`src/rtl/bpsk_pkg.sv`:
```
// Shared constants for the BPSK modulator: default sizing, PN register
// geometry and the 64-point sine table (stored as one quarter wave).
package bpsk_pkg;

    localparam int              DFLT_CARRIER_LEN = 64;
    localparam int              DFLT_SYMBOL_LEN  = 1280;
    localparam int              SAMPLE_W         = 16;
    localparam int              LFSR_W           = 7;
    localparam logic [6:0]      DFLT_LFSR_SEED   = 7'h7F;
    localparam int              LFSR_TAP_A       = 6;
    localparam int              LFSR_TAP_B       = 5;

    typedef logic signed [SAMPLE_W-1:0] sample_t;

    // round(32767*sin(2*pi*k/64)) for k = 0..16; the rest follows by symmetry
    localparam sample_t QTR_LUT [17] = '{
        16'sd0,     16'sd3212,  16'sd6393,  16'sd9512,
        16'sd12539, 16'sd15446, 16'sd18204, 16'sd20787,
        16'sd23170, 16'sd25329, 16'sd27245, 16'sd28898,
        16'sd30273, 16'sd31356, 16'sd32137, 16'sd32609,
        16'sd32767
    };

    function automatic sample_t sin_lut(input logic [5:0] k);
        logic [4:0] idx;
        sample_t    mag;
        idx = k[4] ? (5'd16 - {1'b0, k[3:0]}) : {1'b0, k[3:0]};
        mag = QTR_LUT[idx];
        return k[5] ? sample_t'(-mag) : mag;
    endfunction

endpackage

```
`src/rtl/bpsk_modulator_pn_lfsr.sv`:
```
// 7-bit Fibonacci PN generator (x^7+x^6+1); bit_out is the MSB and the
// register shifts left only on cycles where advance is high.
module pn_lfsr
    import bpsk_pkg::*;
#(
    parameter logic [LFSR_W-1:0] SEED = DFLT_LFSR_SEED
) (
    input  logic clk_sig,
    input  logic rst_n,
    input  logic advance,
    output logic bit_out
);

    logic [LFSR_W-1:0] lfsr_q, lfsr_d;

    always_comb begin
        lfsr_d = lfsr_q;
        if (advance)
            lfsr_d = {lfsr_q[LFSR_W-2:0], lfsr_q[LFSR_TAP_A] ^ lfsr_q[LFSR_TAP_B]};
    end

    always_ff @(posedge clk_sig or negedge rst_n) begin
        if (!rst_n) lfsr_q <= SEED;
        else        lfsr_q <= lfsr_d;
    end

    assign bit_out = lfsr_q[LFSR_W-1];

endmodule

```
`src/rtl/bpsk_modulator.sv`:
```
// BPSK modulator: sine carrier from a table, PN data bit per symbol,
// and a registered mixer that flips carrier sign when the data bit is 0.
module bpsk_modulator
    import bpsk_pkg::*;
#(
    parameter int         CARRIER_LEN = DFLT_CARRIER_LEN,
    parameter int         SYMBOL_LEN  = DFLT_SYMBOL_LEN,
    parameter logic [6:0] LFSR_SEED   = DFLT_LFSR_SEED
) (
    input  logic    clk_sig,
    input  logic    rst_n,
    input  logic    en_p,
    output sample_t carrier_sig,
    output logic    m_sig,
    output sample_t bpsk_sig
);

    localparam int CNT_W = $clog2(SYMBOL_LEN);
    localparam int PH_W  = $clog2(CARRIER_LEN);

    logic [CNT_W-1:0] cnt_q, cnt_d;
    sample_t          carrier_q, carrier_d;
    sample_t          bpsk_q, bpsk_d;
    logic             m_q, m_d;
    logic             sym_start;
    logic             pn_bit;

    // Symbol boundaries coincide with carrier phase 0 because SYMBOL_LEN
    // is a whole number of carrier periods and both derive from cnt.
    assign sym_start = (cnt_q == '0);

    pn_lfsr #(.SEED(LFSR_SEED)) u_pn (
        .clk_sig (clk_sig),
        .rst_n   (rst_n),
        .advance (sym_start),
        .bit_out (pn_bit)
    );

    always_comb begin
        cnt_d     = (cnt_q == CNT_W'(SYMBOL_LEN - 1)) ? '0 : cnt_q + 1'b1;
        carrier_d = sin_lut(6'(cnt_q[PH_W-1:0]));
        m_d       = sym_start ? pn_bit : m_q;
        bpsk_d    = '0;
        if (en_p)
            bpsk_d = m_q ? carrier_q : sample_t'(-carrier_q);
    end

    always_ff @(posedge clk_sig or negedge rst_n) begin
        if (!rst_n) begin
            cnt_q     <= '0;
            carrier_q <= '0;
            m_q       <= 1'b0;
            bpsk_q    <= '0;
        end else begin
            cnt_q     <= cnt_d;
            carrier_q <= carrier_d;
            m_q       <= m_d;
            bpsk_q    <= bpsk_d;
        end
    end

    assign carrier_sig = carrier_q;
    assign m_sig       = m_q;
    assign bpsk_sig    = bpsk_q;

endmodule

```
`config.mk`:
```
export PLATFORM = sky130hd
export DESIGN_NAME = bpsk_modulator
export DESIGN_NICKNAME = d
export VERILOG_FILES = /design/src/rtl/bpsk_pkg.sv /design/src/rtl/bpsk_modulator_pn_lfsr.sv /design/src/rtl/bpsk_modulator.sv
export SDC_FILE = /design/constraint.sdc
export NUM_CORES = 1
export LEC_CHECK = 0
export BUFFER_PORTS_ARGS = -buffer_cell sky130_fd_sc_hd__buf_4
export CAP_MARGIN = 5
export CORE_AREA = 2 2 89 91
export CTS_BUF_LIST = sky130_fd_sc_hd__clkbuf_4 sky130_fd_sc_hd__clkbuf_8 sky130_fd_sc_hd__clkbuf_16
export CTS_CLUSTER_SIZE = 30
export DETAILED_ROUTE_END_ITERATION = 8
export DIE_AREA = 0 0 91 93
export SYNTH_ARGS = -nofsm -noshare
export SYNTH_HDL_FRONTEND = slang
export SYNTH_SLANG_ARGS = --single-unit
export TNS_END_PERCENT = 30
```
`constraint.sdc`:
```
create_clock -name clk_sig -period 4.9 [get_ports clk_sig]
set_input_delay 0.49 -clock clk_sig [delete_from_list [all_inputs] [get_ports clk_sig]]
set_output_delay 0.49 -clock clk_sig [all_outputs]
set_load 0.1 [all_outputs]
```
==> run summary <==
status: complete, no violations
Site Rows: 32
synthesized cell area: 3030 um^2
sequential share of the synthesized area: 42.4%
die width: 91 um
Max H-tree Level: 2
Worst Path Required: 5.09 ns
# IOs: 36
overall routing resource usage: 15.9%
routability cong.: 0.925
Initial Util: 40.2%
drc violations: 0
Least-Margin Pin Slew: 0.813 ns
Slew Limit Headroom: 44.3%
Inserted Diodes: 0
P per Cell Area: 228 nW/um^2
slowest stage cell, crit path: dfrtp_1
synth warn: 0
post-route setup slack: 1.65 ns
Async S/R FF share, synth: 100%
Mapped Cells: 325
vias in the first global route: 2216
Most used DFF post-synth: dfrtp_1
CP Cell Sequence: inv_1 > ha_1 > and2b_1 > xnor2_1 > buf_4 > nor3_2 > a211oi_1 > a211oi_2 > ha_1 > nand3_1 > o21ai_0 > a31oi_1 > xnor2_1
PortBufs: 35
CTS tree: yes
max-slew violations: 0
detailed-route wire length per cell: 14.3 um
CTS Buffer Depth: 2
DR pass1 iterations: 5
Core Util, Final: 45.7%
WP buf/inv: 2
Post-Syn Nets: 332
Overflow after GRT: 0
ratio of cells with drive above 1 in the final layout: 20.3%
core area: 7530 um^2
maximum clock frequency: 0.307 GHz
setup TNS: 0 ns
Max FO, Critical Path: 21
Area Overhead vs Synth: 13.7%
later-pin clock latency in the skew report: 0.31 ns
RSZ-0062 raised after global routing: no
first-pass GRT wire length: 11000 um
detailed-placement wirelength estimate: 4340 um
initial antenna violation count: 0
TritonCTS Buffers: 5
root buf cell: clkbuf_8
Antenna Nets Post-Route: 0
final wirelength: 6440 um
synth unique cells: 54
register clock-pin slew on the reported worst setup and hold paths: 0.10 ns
setup violators final: 0
CP top delay family: compound AO/OA/AOI/OAI gates
critical path class: reg2reg
CTS resizes: 0
CP endpoint kind: flip-flop
clock sink count: 51
clk_skew: 0.0126 ns
min Tclk post-route: 3.25 ns
FF+latch count, synth: 51
worst hold path type: in2async
peak supply drop: 0.109 mV
post-CTS setup buffer count: 0
vias: 2439
Max Cap Viol: 0
Leak: 0.00157 uW
EDFF count, synth: 0
WP data arrival: 3.44 ns
CP peak stage delay: 0.65 ns
DR iter-0 viols: 151
Avg Inst Size Synth: 9.32 um^2
die height: 93 um
CP Launch Type: flip-flop
routed vias/inst: 5.41
Nets: 355
fillcell total: 734
die area: 8460 um^2
Final Hold Viols: 0
Final period util: 66.4%
pre-CTS setup slack: 1.69 ns
hold_buf cts: 0
largest net degree at the start of global routing: 52
-- worst reg2reg max path, delay by kind of cell, from the launching register on --
kind / cells / cell delay, ns
compound gates: 4 / 0.75
simple gates: 3 / 0.67
flops: 1 / 0.65
fa+ha+maj: 2 / 0.51
buf+inv: 2 / 0.33
xor+xnor: 2 / 0.24
-- per-stage QoR --
| step | hold WS [ns] | area (um^2) | power [uW] | cells |
|---|---|---|---|---|
| 3_5_place_dp | 0.495 | 3330 | 489 | 443 |
| 6_report | 0.198 | 3440 | 784 | 451 |
| 3_3_place_gp | 0.489 | 3330 | 488 | 443 |
| 5_1_grt | 0.236 | 3440 | 813 | 451 |
| 4_1_cts | 0.213 | 3440 | 795 | 451 |
| 2_1_floorplan | 0.194 | 3030 | 470 | 325 |
-- cell usage in the layout (no fill, tap or decap), drive strengths merged, types with 2 or more instances in the layout --
cell type	synthesis	final
a211oi	5	5
a21boi	4	4
a21oi	23	23
a31oi	8	8
and2	12	12
and3	6	6
buf	12	37
clkbuf	9	5
dfrtp	44	44
dfstp	7	7
ha	4	4
inv	9	10
mux2	10	10
mux2i	4	4
nand2	19	19
nand2b	4	4
nand3	14	14
nor2	27	27
nor2b	6	6
nor3	10	10
nor4	5	5
o211ai	2	2
o21a	2	2
o21ai	20	20
o221ai	3	3
o22ai	5	5
o31ai	3	3
or3	4	4
xnor2	12	12
xor2	18	18
-- synth_stat cells (6+ instances only) --
| master | number | area (um^2) |
|---|---|---|
| clkbuf_1 | 9 | 33.8 |
| dfstp_2 | 7 | 184 |
| and2_1 | 12 | 75.1 |
| and3_1 | 6 | 37.5 |
| mux2_2 | 10 | 113 |
| nand3_1 | 14 | 70.1 |
| xnor2_1 | 11 | 96.3 |
| nor2_1 | 27 | 101 |
| nor2b_1 | 6 | 37.5 |
| buf_2 | 7 | 35.0 |
| a31oi_1 | 8 | 50.1 |
| dfrtp_1 | 44 | 1100 |
| a21oi_1 | 23 | 115 |
| nand2_1 | 19 | 71.3 |
| inv_1 | 9 | 33.8 |
| nor3_1 | 9 | 45.0 |
| xor2_1 | 17 | 149 |
| o21ai_0 | 19 | 95.1 |
-- logic make-up (layout without fill, tap and decap cells) --
kind of cell | after synthesis | count (layout) | synth area share, %
AO/OA/AOI/OAI | 83 | 83 | 17.9
XOR/XNOR | 30 | 30 | 9.17
adder cells (fa/ha/maj) | 4 | 4 | 1.65
buffers and inverters | 31 | 55 | 4.75
flip-flops | 51 | 51 | 42.4
multiplexers | 14 | 14 | 5.04
AND/OR/NAND/NOR | 112 | 112 | 19.0
-- area by class of cell --
class	count	area, um^2	area share (%)
multi-input cells	243	1600	46.5
well taps	102	128	3.71
clock inverters	3	46.3	1.34
flip-flops and latches	51	1280	37.3
inverters	10	37.5	1.09
clock buffers	5	68.8	2.00
repair buffers	37	278	8.07
-- power by group --
group | switching [uW] | internal [uW]
clock | 151 | 154
sequential | 1.01 | 425
combinational | 43.9 | 9.25
-- worst paths after layout --
| path | start | to | slack, ns | cells after the start |
|---|---|---|---|---|
| max | cnt_q[1] | carrier_sig[4] | 1.65 | 13 |
| min | rst_n | bpsk_sig[0] | 0.20 | 1 |
| max reg2reg | cnt_q[1] | carrier_sig[4] | 1.65 | 13 |
| min reg2reg | cnt_q[6] | cnt_q[6] | 0.51 | 1 |
| max in group asynchronous | rst_n | cnt_q[0] | 4.28 | 1 |
| min in group clk_sig | en_p | bpsk_sig[12] | 0.49 | 2 |
-- flip-flops by register name (all words and copies together) (netlist names) --
signal,flops
cnt_q,11
bpsk_sig,16
m_sig,1
u_pn.lfsr_q,7
carrier_sig,16
-- layer usage --
| layer | vias up | global-route usage (%) | routed length, um |
|---|---|---|---|
| li1 | 1194 | - | - |
| met1 | 1132 | 22.4 | 3020 |
| met2 | 100 | 24.8 | 2860 |
| met3 | 13 | 3.14 | 436 |
| met4 | 0 | 4.67 | 126 |
| met5 | - | 0 | 0 |
No activity file was read; power rests on OpenSTA's default activity.
